==> config.mk <==
export PLATFORM = sky130hd
export DESIGN_NAME = uart_tx_scheduler
export DESIGN_NICKNAME = d
export VERILOG_FILES = /design/src/rtl/uart_tx_scheduler.sv
export SDC_FILE = /design/constraint.sdc
export NUM_CORES = 1
export LEC_CHECK = 0
export CAP_MARGIN = 0
export CELL_PAD_IN_SITES_DETAIL_PLACEMENT = 1
export CELL_PAD_IN_SITES_GLOBAL_PLACEMENT = 2
export CORE_ASPECT_RATIO = 0.6
export CORE_MARGIN = 2
export CORE_UTILIZATION = 30
export DETAILED_ROUTE_END_ITERATION = 7
export PLACE_DENSITY_LB_ADDON = 0.2
export SLEW_MARGIN = 15
export SYNTH_ARGS = -nofsm -noshare
export SYNTH_HDL_FRONTEND = slang
export SYNTH_SLANG_ARGS = --single-unit
==> constraint.sdc <==
create_clock -name clk -period 3.7 [get_ports clk]
set_input_delay 0.74 -clock clk [delete_from_list [all_inputs] [get_ports clk]]
set_output_delay 0.74 -clock clk [all_outputs]
set_load 0.02 [all_outputs]
==> src/rtl/uart_tx_scheduler.sv <==
// Round-robin scheduler that shares one Uart8 transmitter between NUM_REQ byte requesters,
// issuing one byte per grant with a minimum inter-frame gap and a per-frame watchdog.
module uart_tx_scheduler #(
    parameter int NUM_REQ        = 4,
    parameter int GAP_CYCLES     = 1250,
    parameter int TIMEOUT_CYCLES = 15000,
    parameter int CNT_W          = 16,
    localparam int ID_W          = $clog2(NUM_REQ)
) (
    input  logic                 clk,
    input  logic                 rstN,
    input  logic                 enable,
    input  logic [NUM_REQ-1:0]   reqValid,
    input  logic [8*NUM_REQ-1:0] reqData,
    output logic [NUM_REQ-1:0]   reqReady,
    output logic [ID_W-1:0]      grantId,
    output logic                 busy,
    output logic                 timeoutErr,
    output logic                 txEn,
    output logic                 txStart,
    output logic [7:0]           txData,
    input  logic                 txBusy,
    input  logic                 txDone
);

    localparam logic [CNT_W-1:0] TO_LAST   = CNT_W'(TIMEOUT_CYCLES - 1);
    localparam logic [CNT_W-1:0] GAP_LAST  = CNT_W'((GAP_CYCLES > 1) ? GAP_CYCLES - 1 : 0);
    localparam logic [ID_W:0]    NUM_REQ_W = (ID_W + 1)'(NUM_REQ);

    typedef enum logic [1:0] {IDLE, LAUNCH, SEND, GAP} state_t;

    state_t               state_q, state_d;
    logic [CNT_W-1:0]     cnt_q, cnt_d;
    logic [ID_W-1:0]      ptr_q, ptr_d;
    logic [ID_W-1:0]      grant_id_q, grant_id_d;
    logic [7:0]           tx_data_q, tx_data_d;
    logic [NUM_REQ-1:0]   req_ready_q, req_ready_d;
    logic                 tx_start_q, tx_start_d;
    logic                 timeout_err_q, timeout_err_d;
    logic                 busy_q, busy_d;
    logic                 tx_en_q, tx_en_d;

    logic [7:0]           req_bytes [NUM_REQ];
    logic [NUM_REQ-1:0]   rot_valid;
    logic                 win_found;
    logic [ID_W:0]        win_sum;
    logic [ID_W-1:0]      win_id;
    logic [7:0]           win_data;
    logic [ID_W:0]        ptr_inc;
    logic                 grant;

    genvar gi;
    generate
        for (gi = 0; gi < NUM_REQ; gi++) begin : g_bytes
            assign req_bytes[gi] = reqData[8*gi +: 8];
        end
    endgenerate

    // Rotate so bit 0 is the channel the pointer currently favours.
    assign rot_valid = NUM_REQ'({reqValid, reqValid} >> ptr_q);

    always_comb begin
        win_found = 1'b0;
        win_sum   = '0;
        for (int k = 0; k < NUM_REQ; k++) begin
            if (!win_found && rot_valid[k]) begin
                win_found = 1'b1;
                win_sum   = {1'b0, ptr_q} + (ID_W + 1)'(k);
            end
        end
        if (win_sum >= NUM_REQ_W) begin
            win_sum = win_sum - NUM_REQ_W;
        end
        win_id   = win_sum[ID_W-1:0];
        win_data = '0;
        for (int i = 0; i < NUM_REQ; i++) begin
            if (win_id == ID_W'(i)) begin
                win_data = req_bytes[i];
            end
        end
    end

    assign grant   = (state_q == IDLE) && enable && !txBusy && win_found;
    assign ptr_inc = {1'b0, win_id} + 1'b1;

    always_ff @(posedge clk or negedge rstN) begin
        if (!rstN) begin
            state_q       <= IDLE;
            cnt_q         <= '0;
            ptr_q         <= '0;
            grant_id_q    <= '0;
            tx_data_q     <= 8'h00;
            req_ready_q   <= '0;
            tx_start_q    <= 1'b0;
            timeout_err_q <= 1'b0;
            busy_q        <= 1'b0;
            tx_en_q       <= 1'b0;
        end else begin
            state_q       <= state_d;
            cnt_q         <= cnt_d;
            ptr_q         <= ptr_d;
            grant_id_q    <= grant_id_d;
            tx_data_q     <= tx_data_d;
            req_ready_q   <= req_ready_d;
            tx_start_q    <= tx_start_d;
            timeout_err_q <= timeout_err_d;
            busy_q        <= busy_d;
            tx_en_q       <= tx_en_d;
        end
    end

    // txDone wins over a simultaneous watchdog expiry.
    always_comb begin
        state_d = state_q;
        cnt_d   = cnt_q;
        case (state_q)
            IDLE: begin
                if (grant) begin
                    state_d = LAUNCH;
                end
            end
            LAUNCH: begin
                state_d = SEND;
                cnt_d   = '0;
            end
            SEND: begin
                if (txDone || (cnt_q == TO_LAST)) begin
                    state_d = GAP;
                    cnt_d   = '0;
                end else begin
                    cnt_d = cnt_q + 1'b1;
                end
            end
            GAP: begin
                if (cnt_q == GAP_LAST) begin
                    state_d = IDLE;
                    cnt_d   = '0;
                end else begin
                    cnt_d = cnt_q + 1'b1;
                end
            end
            default: begin
                state_d = IDLE;
                cnt_d   = '0;
            end
        endcase
    end

    always_comb begin
        ptr_d         = ptr_q;
        grant_id_d    = grant_id_q;
        tx_data_d     = tx_data_q;
        req_ready_d   = '0;
        tx_start_d    = 1'b0;
        timeout_err_d = (state_q == SEND) && !txDone && (cnt_q == TO_LAST);
        if (grant) begin
            grant_id_d  = win_id;
            tx_data_d   = win_data;
            req_ready_d = NUM_REQ'(1) << win_id;
            tx_start_d  = 1'b1;
            ptr_d       = (ptr_inc == NUM_REQ_W) ? '0 : ptr_inc[ID_W-1:0];
        end
        busy_d  = (state_d != IDLE);
        tx_en_d = enable || (state_d != IDLE);
    end

    assign reqReady   = req_ready_q;
    assign grantId    = grant_id_q;
    assign busy       = busy_q;
    assign timeoutErr = timeout_err_q;
    assign txEn       = tx_en_q;
    assign txStart    = tx_start_q;
    assign txData     = tx_data_q;

endmodule
# ---- Yosys cells after proc, flatten, opt, wreduce, memory -nomap -nowiden
# Cells that the tools add are included.
dict set report totals {
  out_inout_bits 18
  in_bits 41
  wordCells 70
  regBits 38
}
dict set report classes {
  muxes 23
  addsub 6
  reduce_logical 19
  order_cmp 1
  n_shift 2
  eq_ne 9
}
# operator count
set ops {}
lappend ops {{one-hot mux 16 bit (3 select lines)} 1}
lappend ops {{two-way mux 16 bit} 2}
lappend ops {{two-way mux 8 bit} 4}
lappend ops {{adder 16 x 1 -> 16 bit (second input constant)} 1}
lappend ops {{== test 16 x 11 -> 1 bit (second input constant)} 1}
lappend ops {{== test 16 x 14 -> 1 bit (second input constant)} 1}
lappend ops {{two-way mux 2 bit} 6}
lappend ops {{two-way mux 3 bit} 3}
lappend ops {{== test 2 bit (second input constant)} 4}
lappend ops {{logical AND 1 bit} 8}
lappend ops {{one-hot mux 2 bit (4 select lines)} 1}
lappend ops {{>> shifter 8 x 2 -> 4 bit} 1}
lappend ops {{adder 2 x 1 -> 3 bit (second input constant)} 2}
lappend ops {{adder 2 x 2 -> 3 bit (second input constant)} 2}
lappend ops {{zero test 1 bit} 5}
lappend ops {{two-way mux 1 bit} 5}
lappend ops {{== test 2 x 1 -> 1 bit (second input constant)} 2}
lappend ops {{zero test 2 bit} 2}
lappend ops {{two-way mux 4 bit} 1}
lappend ops {{left shift 1 x 2 -> 4 bit (first input constant)} 1}
lappend ops {{== test 3 bit (second input constant)} 1}
lappend ops {{greater-or-equal comparator 3 bit (second input constant)} 1}
lappend ops {{nonzero test 3 bit} 1}
lappend ops {{logical OR 1 bit} 2}
lappend ops {{2 further kinds} 2}

# ---- Depth between registers and ports, before layout
# Gate-level depths: netlist of run 1.
dict set report depth {
  word_depth 18
  ltp_mapped 11
}

# ---- Worst setup path after synthesis of run 1
# OpenSTA, ideal clock, no wires.
dict set report synth_timing {
  path_kind {in2reg}
  start {input reqValid[0]}
  end {register tx_data_q[0] (netlist: txData[0])}
  required_time_ps 3576
  n_path_buf 1
  setup_slack_ps 1276
  cell_stages 11
  t_arrival_ps 2301
  setup_ps 124
  cell_sequence {nor2b_1 > a21oi_1 > o22ai_1 > a21oi_1 > inv_1 > ha_1 > clkbuf_1 > a221oi_1 > nor3_1 > a21oi_1 > o21ai_1}
}
dict set report synth_between {
  elab_chain_len 18
}
# element line_no
set synth_lines {}
lappend synth_lines {{start, declared} 13} ;# input logic [NUM_REQ-1:0] reqValid,
lappend synth_lines {{>> shifter 8 x 2 -> 4 bit (*)} 60} ;# assign rot_valid = NUM_REQ'({reqValid, reqValid} >> ptr_q);
lappend synth_lines {{two-way mux 1 bit} 66} ;# if (!win_found && rot_valid[k]) begin
lappend synth_lines {{zero test 1 bit} 66}
lappend synth_lines {{logical AND 1 bit} 66}
lappend synth_lines {{two-way mux 1 bit} 66}
lappend synth_lines {{zero test 1 bit} 66}
lappend synth_lines {{logical AND 1 bit} 66}
lappend synth_lines {{two-way mux 1 bit} 66}
lappend synth_lines {{zero test 1 bit} 66}
lappend synth_lines {{logical AND 1 bit} 66}
lappend synth_lines {{two-way mux 3 bit (*)} 66}
lappend synth_lines {{greater-or-equal comparator 3 bit or subtractor 2 x 1 -> 2 bit (tied branches)} {71, 72}}
lappend synth_lines {{two-way mux 2 bit (*)} 71} ;# if (win_sum >= NUM_REQ_W) begin
lappend synth_lines {{via win_sum[0]} 46} ;# logic [ID_W:0] win_sum;
lappend synth_lines {{zero test 2 bit} 77} ;# if (win_id == ID_W'(i)) begin
lappend synth_lines {{two-way mux 8 bit (3 in series)} 77}
lappend synth_lines {{two-way mux 8 bit (*)} 77}
lappend synth_lines {{end signal, assigned} 103} ;# tx_data_q <= tx_data_d;
lappend synth_lines {{end, declared} 36} ;# logic [7:0] tx_data_q, tx_data_d;
# The timed path passes the listed nets; every way through them passes the cells marked *.
# A chain may end at the register's enable or synchronous reset.

# ---- Worst setup path after layout of run 1
dict set report layout_timing {
  start {input reqValid[0]}
  end {register tx_data_q[2] (netlist: txData[2])}
}
# Same word-level chain as after synthesis.

==> results of run 1 <==
-- power groups by stage --
stage / logic, mW / clock network (mW) / registers [mW]
after global routing: 0.292 / 0.518 / 0.521
after detailed placement: 0.258 / 0 / 0.518
after CTS: 0.260 / 0.498 / 0.511
after floorplan: 0.151 / 0 / 0.507
after global placement: 0.253 / 0 / 0.517
final: 0.255 / 0.482 / 0.513
-- per-layer routing --
layer	GRT usage (%)	vias up	part of all wire [%]
met2	25.3	29	43
met5	0	-	0
li1	-	939	-
met3	3.32	6	2.6
met4	4.61	0	1.2
met1	26.6	941	53
-- worst paths after layout --
check / cells past startpoint / slack, ns / end
min: 2 / 0.48 / txData[0]
min in group asynchronous: 1 / 0.57 / cnt_q[5]
min reg2reg: 2 / 0.48 / txData[0]
max reg2reg: 11 / 1.29 / txData[2]
max in group asynchronous: 1 / 2.56 / txData[0]
max: 12 / 0.66 / txData[2]
-- cells by family (layout without fill, tap and decap cells) --
family / Yosys count / in the layout / share of synthesized area, %
compound gates: 67 / 67 / 20.6
buf+inv: 19 / 78 / 3.95
flops: 38 / 38 / 44.8
xor+xnor: 5 / 5 / 2.06
fa+ha+maj: 6 / 6 / 3.53
simple gates: 90 / 90 / 25.1
-- registers in the layout, indices dropped and copies added, names as in the netlist --
| signal | flops |
|---|---|
| reqReady | 4 |
| ptr_q | 2 |
| state_q | 2 |
| txData | 8 |
| txStart | 1 |
| cnt_q | 16 |
| txEn | 1 |
| timeoutErr | 1 |
| grantId | 2 |
| busy | 1 |
-- final cells by class --
cell class / count / area, um^2 / area share (%)
multi-input cells: 168 / 1100 / 37.2
flip-flops and latches: 38 / 951 / 32.2
repair buffers: 60 / 591 / 20.0
clock buffers: 5 / 125 / 4.24
well taps: 87 / 109 / 3.69
clock inverters: 3 / 40.0 / 1.36
inverters: 10 / 37.5 / 1.27
-- stage by stage --
step,hold slack (ns),utilization (%),setup slack [ns],power [mW],std cells
after floorplan,0.444,-,1.28,0.657,225
after global placement,0.470,41.2,0.465,0.769,363
after detailed placement,0.478,41.2,0.352,0.776,363
after CTS,0.492,43.6,0.652,1.27,371
after global routing,0.526,43.6,0.367,1.33,371
final,0.482,43.6,0.664,1.25,371
-- placed cells by master (no fill, tap or decap), types with 2 or more instances in the layout --
master                            Yosys  layout
sky130_fd_sc_hd__nand4_1              3       3
sky130_fd_sc_hd__nand2b_1             3       3
sky130_fd_sc_hd__nor3_1              10      10
sky130_fd_sc_hd__o21ai_1             13      13
sky130_fd_sc_hd__and2_1               5       5
sky130_fd_sc_hd__a31oi_1              4       4
sky130_fd_sc_hd__nor2b_1             10      10
sky130_fd_sc_hd__nand3_1              8       8
sky130_fd_sc_hd__dfrtp_1             38      38
sky130_fd_sc_hd__inv_1                9       9
sky130_fd_sc_hd__xnor2_1              2       2
sky130_fd_sc_hd__clkinv_2             0       2
sky130_fd_sc_hd__a21oi_1             21      21
sky130_fd_sc_hd__or3_1                3       3
sky130_fd_sc_hd__buf_4                0       2
sky130_fd_sc_hd__nand2_1             25      25
sky130_fd_sc_hd__nor2_1               6       6
sky130_fd_sc_hd__o21ai_0              6       6
sky130_fd_sc_hd__clkbuf_16            0       5
sky130_fd_sc_hd__ha_1                 6       6
sky130_fd_sc_hd__o22ai_1              4       4
sky130_fd_sc_hd__a221oi_1             7       7
sky130_fd_sc_hd__xor2_1               3       3
sky130_fd_sc_hd__and3_1               3       3
sky130_fd_sc_hd__a22o_1               4       4
sky130_fd_sc_hd__clkdlybuf4s50_1      0      57
sky130_fd_sc_hd__and4b_1              2       2
-- critical path: cells and delay by family --
| kind | cells | cell delay, ns |
|---|---|---|
| AOI/OAI and AO/OA | 6 | 1.12 |
| buffers and inverters | 2 | 0.59 |
| and+or+nand+nor | 3 | 0.48 |
| adders and majority gates | 1 | 0.24 |
==> reports/qor.log, run 1 <==
INFO  run_status     run_status=completed
INFO  layout         final_design_area_no_fill=2950um^2
INFO  worst_setup_path cp-start-kind=input port
INFO  clock_tree     tritoncts_num_sinks=38
INFO  layout         num_antenna_cells=0
INFO  global_routing antenna_found_initial=0
INFO  pwr            total_switching_power=355uW
INFO  global_routing globalRoute.totalOverflow=0
INFO  worst_setup_path r2r_start=ptr_q[0]
INFO  clock_tree     root_buffer=sky130_fd_sc_hd__clkbuf_16
INFO  worst_setup_path crit_type=in -> reg
INFO  pwr            power.share.switching=28.4%
INFO  clock_tree     clk_path_buf_depth=2
INFO  global_routing grt_pass1_wl=10800um
INFO  timing         finalClockSkew=0.00539ns
INFO  synth          ys_warn_count=0
INFO  worst_setup_path crit_path_start=reqValid[0]
INFO  placed_design  port_buffers=58
INFO  layout         finalNetCount=330
INFO  layout         n_fill_cell=776
INFO  timing         max-slew-margin-rel=40.7%
INFO  clock_tree     cts_tree=built
INFO  synth          netlist_top_cells_count=38 x sky130_fd_sc_hd__dfrtp_1, 25 x sky130_fd_sc_hd__nand2_1, 21 x sky130_fd_sc_hd__a21oi_1, 13 x sky130_fd_sc_hd__o21ai_1
INFO  pwr            pwr-share-comb=20.4%
INFO  drt            drt_pre_antenna_iters=4
INFO  clock_tree     post_cts.repair.setup_buffers=0
INFO  synth          synth_async_sr_flop_share=100%
INFO  worst_setup_path most_frequent_cell_on_critical_path=sky130_fd_sc_hd__a21oi_1
INFO  placed_design  postPlaceCellArea=2790um^2
INFO  synth          top_cell_type_s_share_of_synthesized_area=44.8%
INFO  synth          synth-seq-cells=38
INFO  worst_setup_path critPathMaxStageDelay=0.47ns
INFO  synth          synth.cell_area=2120um^2
INFO  layout         final_layout_size_suffix_gt1_share=8.45%
INFO  drt            routed_via_density=5.16
INFO  synth          synthDominantAreaCellType=sky130_fd_sc_hd__dfrtp_1
INFO  floorplan      initial_utilization=31.4%
INFO  global_routing grt_max_degree=39
INFO  clock_tree     cts.reportedPaths.clkPinSlew=0.06ns
INFO  worst_setup_path timing.critical_path.slowest_stage_cell=sky130_fd_sc_hd__clkdlybuf4s50_1
INFO  clock_tree     cts-buffers-inserted=5
INFO  layout         areaGrowthSynthToFinish=38.9%
INFO  drt            drt-initial-drc-count=101
INFO  global_routing number_of_global_route_vias_before_repair=2070
INFO  timing         grt_setup_unrepaired=no
INFO  drt            drc_errors=0
INFO  worst_setup_path critical_path_cell_sequence=clkdlybuf4s50_1 -> nor2b_1 -> a21oi_1 -> o22ai_1 -> a21oi_1 -> inv_1 -> ha_1 -> nor2b_1 -> a221oi_1 -> nor3_1 -> a21oi_1 -> o21ai_1
INFO  placed_design  gp_routability_congestion=0.766
INFO  pwr            pwr-share-clk=38.6%
INFO  drt            dr_total_vias=1915
INFO  floorplan      core_area=6760um^2
INFO  timing         final.period_utilization=82.1%
INFO  floorplan      die_w=113um
INFO  floorplan      row_count=23
INFO  global_routing global_route.usage.total=17.5%
INFO  clock_tree     insertion_delay=0.28ns
INFO  floorplan      floorplan.io_pins=59
INFO  pwr            static-leakage-power=1.21nW
INFO  drt            postRouteAntennaNets=0
INFO  hold_path      worstHoldStart=txData[0]
INFO  synth          synth_cell_types=47
INFO  synth          synth_top_cells_by_area=sky130_fd_sc_hd__dfrtp_1 45%, sky130_fd_sc_hd__a21oi_1 4.9%, sky130_fd_sc_hd__nand2_1 4.4%, sky130_fd_sc_hd__ha_1 3.5%, sky130_fd_sc_hd__o21ai_1 3.1%
INFO  worst_setup_path crit_fanout=7
INFO  drt            drt_wl_total=6310um
INFO  synth          number_of_synthesized_flops_with_an_enable_pin=0
INFO  timing         setup_viol_count_final=0
INFO  timing         max_freq=329MHz
INFO  synth          mappedNetlistNets=272
INFO  clock_tree     cts.repair.resized=0
INFO  timing         drv_slew=0
INFO  pwr            share_seq_of_total_power=41.0%
INFO  clock_tree     cts_hold_buf=0
INFO  clock_tree     htreeDepth=2
INFO  timing         timing.final.crit_period=3.04ns
INFO  synth          seq_area_frac_synth=44.8%
INFO  floorplan      area_of_the_die=7790um^2
INFO  worst_setup_path worst_ep_required_time=3.85ns
INFO  worst_setup_path worstPathArrival=3.19ns
INFO  timing         setup-tns-final=0ns
INFO  synth          synth_ff_type=sky130_fd_sc_hd__dfrtp_1
INFO  flow_run       max_cap_viol_count=0
INFO  timing         timing_hold_violations_final=0
INFO  pwr            peakVddDrop=190uV
INFO  worst_setup_path kind_of_capture_point_of_the_worst_setup_path=register
INFO  timing         worst_slew_pin_slew=0.889ns
INFO  synth          post_synth.cell_area_avg=9.44um^2
INFO  synth          yosysMostFrequentCell=sky130_fd_sc_hd__dfrtp_1
INFO  drt            routed_wire_length_per_instance=17.0um
INFO  pwr            areal_power_density_over_the_cells=424nW/um^2
INFO  pwr            power.internal=896uW
INFO  synth          post_synth_inst_count=225
INFO  placed_design  hpwl_reported_at_the_end_of_detailed_placement=4660um
INFO  floorplan      fp.dieH=69.2um
INFO  hold_path      type_of_the_most_critical_hold_path=reg -> reg
Power figures use the tool's default switching activity.
==> run 2, diff against run 1 <==
--- a/config.mk
+++ b/config.mk
@@ -10,7 +10,7 @@
 export CELL_PAD_IN_SITES_GLOBAL_PLACEMENT = 2
 export CORE_ASPECT_RATIO = 0.6
 export CORE_MARGIN = 2
-export CORE_UTILIZATION = 30
+export CORE_UTILIZATION = 26
 export DETAILED_ROUTE_END_ITERATION = 7
 export PLACE_DENSITY_LB_ADDON = 0.2
 export SLEW_MARGIN = 15
==> constraint.sdc (replaced) <==
create_clock -name clk -period 2.5 [get_ports clk]
set_input_delay 0.5 -clock clk [delete_from_list [all_inputs] [get_ports clk]]
set_output_delay 0.5 -clock clk [all_outputs]
set_load 0.02 [all_outputs]
==> run 2 against run 1 <==
Effect of this change: final cell count is 10% higher; critical path depth stayed put; worst hold slack worse by 0.28 ns; worst setup slack worse by 0.50 ns; sequential power is 48% higher; first-iteration DRC count is 15% lower; wire length is 2.1% higher; clock-buffer cell count is 2 higher; largest power group unchanged.
==> reports/qor.log, run 2 (synthesized netlist as in run 1, its figures left out) <==
INFO  timing         timing.final.crit_period=2.34ns
INFO  drt            drt_pre_antenna_iters=4
INFO  clock_tree     cts-buffers-inserted=5
INFO  hold_path      type_of_the_most_critical_hold_path=in -> async
INFO  layout         final_design_area_no_fill=3190um^2
INFO  worst_setup_path worst_ep_required_time=2.72ns
INFO  placed_design  place.detailed.instances=401
INFO  pwr            areal_power_density_over_the_cells=566nW/um^2
INFO  timing         timing_hold_violations_final=0
INFO  worst_setup_path worstPathArrival=2.56ns
INFO  layout         sequential_cell_area=951um^2
INFO  placed_design  postPlaceCellArea=2950um^2
INFO  clock_tree     cts.reportedPaths.clkPinSlew=0.06ns
INFO  floorplan      area_of_the_die=8930um^2
INFO  layout         final_layout_size_suffix_gt1_share=17.9%
INFO  placed_design  gp_routability_congestion=0.734
INFO  drt            routed_via_density=4.83
INFO  drt            drt-initial-drc-count=86
INFO  layout         non_filler_cells_in_the_finished_layout=409
INFO  global_routing grt_max_degree=24
INFO  placed_design  hpwl_reported_at_the_end_of_detailed_placement=4870um
INFO  clock_tree     tritoncts_num_sinks=38
INFO  timing         worst_slew_pin_slew=0.589ns
INFO  worst_setup_path critPathMaxStageDelay=0.44ns
INFO  worst_setup_path crit_type=in -> reg
INFO  layout         layout.cells.most_common=sky130_fd_sc_hd__clkdlybuf4s50_1
INFO  layout         n_fill_cell=887
INFO  pwr            finalPower=1.81mW
INFO  global_routing antenna_found_initial=0
INFO  layout         multi_input_comb_area=1190um^2
INFO  pwr            peakVddDrop=237uV
INFO  flow_run       max_cap_viol_count=0
INFO  global_routing globalRoute.totalOverflow=0
INFO  layout         largest_reg_flops=16
INFO  timing         drv_slew=0
INFO  clock_tree     root_buffer=sky130_fd_sc_hd__clkbuf_16
INFO  worst_setup_path timing.critical_path.slowest_stage_cell=sky130_fd_sc_hd__clkdlybuf4s50_1
INFO  layout         layout_common_cells=56 x sky130_fd_sc_hd__clkdlybuf4s50_1, 38 x sky130_fd_sc_hd__dfrtp_1, 25 x sky130_fd_sc_hd__nand2_1
INFO  worst_setup_path cp-start-kind=input port
INFO  timing         timing.hold.ws=0.206ns
INFO  layout         areaGrowthSynthToFinish=50.2%
INFO  timing         max_freq=428MHz
INFO  drt            drt_wl_total=6450um
INFO  global_routing global_route.usage.total=14.7%
INFO  floorplan      initial_utilization=26.8%
INFO  worst_setup_path critical_path_cell_sequence=clkdlybuf4s50_1 -> buf_4 -> nor2_1 -> o22ai_2 -> buf_4 -> ha_4 -> buf_4 -> nand3b_1 -> a21oi_2 -> a21oi_1 -> o211ai_1 -> o21a_1
INFO  worst_setup_path ff2ff_setup_slack=0.40ns
INFO  clock_tree     insertion_delay=0.28ns
INFO  floorplan      floorplan.io_pins=59
INFO  worst_setup_path most_frequent_cell_on_critical_path=sky130_fd_sc_hd__buf_4
INFO  global_routing number_of_global_route_vias_before_repair=1973
INFO  floorplan      die_w=121um
INFO  timing         final.period_utilization=93.5%
INFO  drt            routed_wire_length_per_instance=15.8um
INFO  worst_setup_path kind_of_capture_point_of_the_worst_setup_path=register
INFO  layout         finalNetCount=348
INFO  global_routing grt_pass1_wl=10200um
INFO  floorplan      core_area=7910um^2
INFO  floorplan      row_count=25
INFO  run_status     run_status=completed
INFO  timing         setup_viol_count_final=0
INFO  drt            postRouteAntennaNets=0
INFO  pwr            static-leakage-power=1.31nW
INFO  layout         num_antenna_cells=0
INFO  clock_tree     clk_path_buf_depth=2
INFO  timing         finalClockSkew=0.00551ns
INFO  drt            dr_total_vias=1976
INFO  placed_design  port_buffers=58
INFO  drt            drc_errors=0
INFO  clock_tree     cts_tree=built
INFO  worst_setup_path r2r.worst_path.cells=12
INFO  floorplan      fp.dieH=74.0um
INFO  worst_setup_path crit_fanout=4
INFO  clock_tree     htreeDepth=2
INFO  layout         top_register_by_number_of_flip_flops=cnt_q
INFO  timing         max-slew-margin-rel=60.4%
==> run 2: cell types whose count changed in the layout (fill, tap and decap cells not counted), sizes merged <==
| cell | delta |
|---|---|
| buf | +18 |
| clkdlybuf4s50 | -1 |
| bufinv | -1 |
| dlymetal6s2s | +1 |
| clkinv | -2 |
| clkbuf | +2 |
==> run 2: where the power goes <==
part           internal (mW)  switching (mW)
registers              0.668          0.0900
clock network          0.365           0.239
logic                  0.236           0.208
total                   1.27           0.538
==> run 2: worst paths after layout <==
kind | from | endpoint
hold reg to reg | txData[2] | txData[2]
min in group clk | txData[2] | txData[2]
hold / removal | rstN | cnt_q[5]
max in group asynchronous | rstN | ptr_q[1]
setup / recovery | reqValid[1] | txData[6]
setup reg to reg | ptr_q[1] | txData[6]
==> run 2: cell type report <==
class	count	share of cell area, %
Tap cell	108	4.24
Multi-Input combinational cell	168	37.4
Timing Repair Buffer	78	23.2
Clock buffer	7	4.16
Inverter	10	1.18
Sequential cell	38	29.8
==> run 2: repair_timing <==
action	in CTS	in global routing
hold buffers	0	0
setup endpoints to repair	7	8
cloned	0	0
pin swaps	0	8
gates resized for setup	1	19
setup buffers	0	2
==> run 2: worst max-delay path, delay by kind of cell <==
| kind | cells | cell delay (ns) |
|---|---|---|
| buffers and inverters | 4 | 0.90 |
| AO/OA/AOI/OAI | 5 | 0.66 |
| AND/OR/NAND/NOR | 2 | 0.32 |
| adder cells (fa/ha/maj) | 1 | 0.17 |
==> run 2: per-stage QoR <==
step                      worst slack (ns)  utilization, %  setup TNS, ns
after global placement              -0.247            37.3          -1.52
final                                0.163            40.3              0
after CTS                          0.00499            39.1              0
after detailed placement            -0.385            37.3          -2.55
after global routing               -0.0142            40.3        -0.0142
after floorplan                      0.316               -              0
==> run 2: per-layer routing <==
metal	wire, um	up-vias	GRT usage (%)	part of all wire, %
li1	-	971	-	-
met1	3290	980	21.5	51
met2	2910	23	21.7	45
met3	206	2	3.60	3.2
met4	40	0	3.49	0.62
met5	0	-	0	0
